===== config.mk =====
export PLATFORM = sky130hd
export DESIGN_NAME = arc4_key_search
export DESIGN_NICKNAME = d
export VERILOG_FILES = /design/src/rtl/arc4_key_search.sv
export SDC_FILE = /design/constraint.sdc
export NUM_CORES = 1
export LEC_CHECK = 0
export CAP_MARGIN = 10
export CORE_MARGIN = 2
export CORE_UTILIZATION = 40
export CTS_BUF_LIST = sky130_fd_sc_hd__clkbuf_2 sky130_fd_sc_hd__clkbuf_4 sky130_fd_sc_hd__clkbuf_8
export DETAILED_ROUTE_END_ITERATION = 10
export PLACE_DENSITY_LB_ADDON = 0.25
export SLEW_MARGIN = 10
export SYNTH_ARGS = -nofsm -noshare
export SYNTH_HDL_FRONTEND = slang
export SYNTH_SLANG_ARGS = --single-unit

===== constraint.sdc =====
create_clock -name clk -period 2.91 [get_ports clk]
set_input_delay 0.582 -clock clk [delete_from_list [all_inputs] [get_ports clk]]
set_output_delay 0.582 -clock clk [all_outputs]
set_load 0.05 [all_outputs]

===== src/rtl/arc4_key_search.sv =====
// rtl/arc4_key_search.sv - ARC4 key-search controller driving arc4 and checking pt_mem
//
// Walks candidate keys from KEY_FIRST in steps of KEY_STEP (never past KEY_LAST).
// For each key it starts arc4, waits for it to finish, then reads the
// length-prefixed plaintext from pt_mem. It stops at the first key whose
// plaintext bytes are all printable ASCII (8'h20..8'h7E).
//
// Ports:
//   clk, rst_n   clock, asynchronous active-low reset
//   en           start request, honoured only while rdy=1
//   rdy          idle / able to accept en
//   key          current candidate, and the result once done
//   key_valid    key holds a key whose plaintext passed the check
//   arc_en       one-cycle start pulse to arc4
//   arc_rdy      arc4 ready
//   arc_key      key driven to arc4 (always equals key)
//   pt_addr      pt_mem read address
//   pt_rddata    pt_mem read data (1-cycle synchronous read)

module arc4_key_search #(
  parameter logic [23:0] KEY_FIRST = 24'h000000,
  parameter logic [23:0] KEY_LAST  = 24'hFFFFFF,
  parameter logic [23:0] KEY_STEP  = 24'h000001
) (
  input  logic        clk,
  input  logic        rst_n,
  input  logic        en,
  output logic        rdy,
  output logic [23:0] key,
  output logic        key_valid,
  output logic        arc_en,
  input  logic        arc_rdy,
  output logic [23:0] arc_key,
  output logic [7:0]  pt_addr,
  input  logic [7:0]  pt_rddata
);

  typedef enum logic [2:0] {
    IDLE,
    LAUNCH,
    BUSY,
    RUN,
    RD_LEN,
    SCAN,
    DONE
  } state_t;

  state_t      state;
  logic [7:0]  len;
  logic [7:0]  idx;
  // 0: address presented, memory capturing; 1: pt_rddata valid this cycle
  logic        phase;

  // 25-bit sum so both "key == KEY_LAST" and 24-bit overflow end the search,
  // and KEY_STEP > KEY_LAST cannot underflow the comparison.
  logic [24:0] key_next;
  logic        last_key;
  logic        byte_ok;

  assign key_next = {1'b0, key} + {1'b0, KEY_STEP};
  assign last_key = (key_next > {1'b0, KEY_LAST});
  assign byte_ok  = (pt_rddata >= 8'h20) && (pt_rddata <= 8'h7E);
  assign arc_key  = key;

  always_ff @(posedge clk or negedge rst_n) begin
    if (!rst_n) begin
      state     <= IDLE;
      rdy       <= 1'b1;
      key       <= KEY_FIRST;
      key_valid <= 1'b0;
      arc_en    <= 1'b0;
      pt_addr   <= 8'd0;
      len       <= 8'd0;
      idx       <= 8'd0;
      phase     <= 1'b0;
    end else begin
      arc_en <= 1'b0;
      case (state)
        IDLE, DONE: begin
          if (en) begin
            state     <= LAUNCH;
            key       <= KEY_FIRST;
            key_valid <= 1'b0;
            rdy       <= 1'b0;
          end
        end
        LAUNCH: begin
          if (arc_rdy) begin
            arc_en <= 1'b1;
            state  <= BUSY;
          end
        end
        // arc4 may keep rdy high for a cycle after en; wait for it to drop
        BUSY: begin
          if (!arc_rdy) state <= RUN;
        end
        RUN: begin
          if (arc_rdy) begin
            state   <= RD_LEN;
            pt_addr <= 8'd0;
            phase   <= 1'b0;
          end
        end
        RD_LEN: begin
          if (!phase) begin
            phase <= 1'b1;
          end else begin
            phase <= 1'b0;
            len   <= pt_rddata;
            if (pt_rddata == 8'd0) begin
              state     <= DONE;
              key_valid <= 1'b1;
              rdy       <= 1'b1;
            end else begin
              idx     <= 8'd1;
              pt_addr <= 8'd1;
              state   <= SCAN;
            end
          end
        end
        SCAN: begin
          if (!phase) begin
            phase <= 1'b1;
          end else begin
            phase <= 1'b0;
            if (!byte_ok) begin
              if (last_key) begin
                state <= DONE;
                rdy   <= 1'b1;
              end else begin
                key   <= key_next[23:0];
                state <= LAUNCH;
              end
            end else if (idx == len) begin
              state     <= DONE;
              key_valid <= 1'b1;
              rdy       <= 1'b1;
            end else begin
              // idx < len <= 255 here, so the increment never wraps
              idx     <= idx + 8'd1;
              pt_addr <= idx + 8'd1;
            end
          end
        end
        default: state <= IDLE;
      endcase
    end
  end

endmodule


==> metrics.yaml <==
r2r_end: "arc_key[22]"
via_count: 3231
cp_top_family: "simple AND/OR/NAND/NOR gates"
hold_path.class: "in2async"
die_area_um2: 9600
synth-seq-cells: 55
clkTransAtPathRegs_ns: 0.11
drtAntennaViolNets: 0
crit_path_start: "arc_key[0]"
diodes: 0
yosysUniqueCellTypes: 54
htreeDepth: 2
num_rows: 34
drc_errors: 0
drt-met1-wl_um: 3940
fmax_mhz: 360
r2r.worst_path.cells: 10
power_frac_clock_pct: 12.3
synthCells: 400
layout_common_cells: "clkdlybuf4s50_1, nand2_1, o21ai_0, dfrtp_1, buf_4"
mostFrequentLayoutCell: "clkdlybuf4s50_1"
ios: 71
die_w_um: 98.0
maxCapViolations: 0
wire_per_inst_um: 15.6
p_int_mw: 1.88
status: "completed"
wirelength_um: 8970
switching_share_pct: 48.8
fin_util_pct: 51.5
cp-end-kind: "flop"
reg2reg_from: "arc_key[0]"
syn_avg_cell_area_um2: 8.83
start_kind: "flop"
grt_overflow: 0
finalHoldViolCount: 0
synth_nets: 415
grt_pass1_wl_um: 15200
antenna_found_initial: 0
drt_pass1_iterations: 4
crit_arrival_ns: 2.99
die_y_um: 98.0
syn_to_final_growth_pct: 25.9
path_buf_inv: 1
synth_flop_cell: "dfrtp_1"
highest_layer: "met4"
start_util_pct: 40.9
switchingPower_mw: 1.79
port_buffers: 70
grt_pass1_vias: 3150
clk_latency_ns: 0.31
gp_congestion: 0.962
drive_gt1_share_pct: 16.1
dp_hpwl_um: 6660
min_period_ns: 2.77
postLayoutCellArea_um2: 4450
r2r_slack_ns: 0.14
drt_iter0_drc: 141
vias_per_cell: 5.62
critPathMaxFanout: 7
nets: 481
synthArstFlopShare_pct: 100
path_class: "reg2reg"
dr_wl_met2_um: 4540
finalSetupViolCount: 0
crit_path_max_incr_delay_ns: 0.43
p_leak_nw: 1.84
finClkSkew_ns: 0.00644
synth-seq-area-share_pct: 39.0
powerDensity_nw_per_um2: 824
cts_buffers: 5
dr_wl_met3_um: 404
cts_hold_buf: 0
crit_chain: "ha_2 > buf_4 > and4_2 > nand4_1 > nor3_2 > o211ai_1 > nor4_4 > a31o_4 > mux2_2 > a21o_1"
crit_required_ns: 3.13
cts_tree: "done"
relSlewSlack_pct: 37.7
finalMaxSlewViolations: 0
synth_edf_count: 0
coreArea_um2: 8640
fin_crit_sh_pct: 95.3
p_seq_share_pct: 33.8
worst_slew_pin_slew_ns: 0.935
combPwrFrac_pct: 53.9
cts.sinks: 55
netlist_area_um2: 3530
clock_path_buffers: 2
cp_slowest_cell: "dfrtp_2"
grtUsageTotal_pct: 19.1
cts-root-buf: "clkbuf_8"
place_area_um2: 4330
yosys_warnings: 0
grt_max_degree: 42
vdd_drop_max_v: 0.000464
sequential cells by signal (all words and copies together), names as in the netlist:
name	cells
arc_en	1
arc_key	24
idx	8
key_valid	1
len	8
phase	1
pt_addr	8
rdy	1
state	3
power groups by stage:
| stage | Combinational (mW) | Clock, mW | Sequential, mW |
|---|---|---|---|
| finish | 1.98 | 0.451 | 1.24 |
| global route | 2.13 | 0.489 | 1.29 |
| CTS | 1.98 | 0.466 | 1.24 |
| detailed placement | 1.98 | 0 | 1.25 |
| global placement | 1.95 | 0 | 1.25 |
| floorplan | 1.13 | 0 | 1.51 |
cell type report:
| class | instances | area, um^2 |
|---|---|---|
| Timing Repair Buffer | 102 | 936 |
| Clock buffer | 5 | 68.8 |
| Inverter | 7 | 26.3 |
| Clock inverter | 3 | 25.0 |
| Multi-Input combinational cell | 295 | 1860 |
| Fill cell | 852 | 4190 |
| Sequential cell | 55 | 1390 |
| Tap cell | 108 | 135 |
metal layers:
layer / global-route usage (%) / vias up
li1: - / 1565
met1: 24.5 / 1571
met2: 32.8 / 87
met3: 3.51 / 8
met4: 5.56 / 0
met5: 0 / -
worst max-delay path by stage:
stage          slack [ns]     endpoint  depth (start not counted)
3_5_place_dp        0.004  arc_key[17]                          8
2_1_floorplan       0.007  arc_key[22]                          9
5_1_grt             -0.05  arc_key[17]                         11
3_3_place_gp         0.11   pt_addr[0]                          8
4_1_cts              0.10  arc_key[22]                          9
6_report             0.14  arc_key[22]                         10
worst reg2reg max path, cell delays in order, from the launching register on:
cell and delay (ns):
dfrtp_2 0.43, ha_2 0.19, buf_4 0.14, and4_2 0.29, nand4_1 0.19, nor3_2 0.21, o211ai_1 0.16, nor4_4 0.35
a31o_4 0.23, mux2_2 0.33, a21o_1 0.17
metrics by stage:
step	instances	hold slack [ns]	TNS [ns]	power, mW	setup WS (ns)
floorplan	400	0.286	0	2.65	0.00749
global placement	566	0.467	0	3.19	0.107
detailed placement	566	0.469	0	3.23	0.00435
CTS	574	0.437	0	3.69	0.100
global route	575	0.471	-0.128	3.91	-0.0493
finish	575	0.402	0	3.67	0.135
cells in the mapped netlist, types with 7 or more instances:
| master | instances | area [um^2] |
|---|---|---|
| a31oi_1 | 7 | 43.8 |
| clkbuf_1 | 10 | 37.5 |
| and3_1 | 8 | 50.1 |
| mux2_2 | 9 | 101 |
| xnor2_1 | 8 | 70.1 |
| nor3_1 | 11 | 55.1 |
| nor4_1 | 7 | 43.8 |
| dfrtp_1 | 54 | 1350 |
| nor2_1 | 20 | 75.1 |
| nand4_1 | 7 | 43.8 |
| o21ai_0 | 41 | 205 |
| xor2_1 | 12 | 105 |
| a21oi_1 | 10 | 50.1 |
| nand2b_1 | 7 | 43.8 |
| nand2_1 | 43 | 161 |
| inv_1 | 7 | 26.3 |
| buf_4 | 29 | 218 |
| nand3_1 | 31 | 155 |
what timing repair did:
| item | CTS | global route |
|---|---|---|
| gates resized for setup | 0 | 3 |
| buffers inserted | 0 | 1 |
| endpoints found under the setup margin | 0 | 7 |
| endpoints found under the hold margin | 0 | 0 |
cell families after synthesis:
kind of cell / count (synthesis) / synth area share [%]
flip-flops: 55 / 39.0
AO/OA/AOI/OAI: 97 / 17.8
AND/OR/NAND/NOR: 163 / 24.7
buffers and inverters: 50 / 8.82
multiplexers: 12 / 3.72
XOR/XNOR: 20 / 4.96
adder cells (fa/ha/maj): 3 / 1.06
Power figures use the tool's default switching activity.
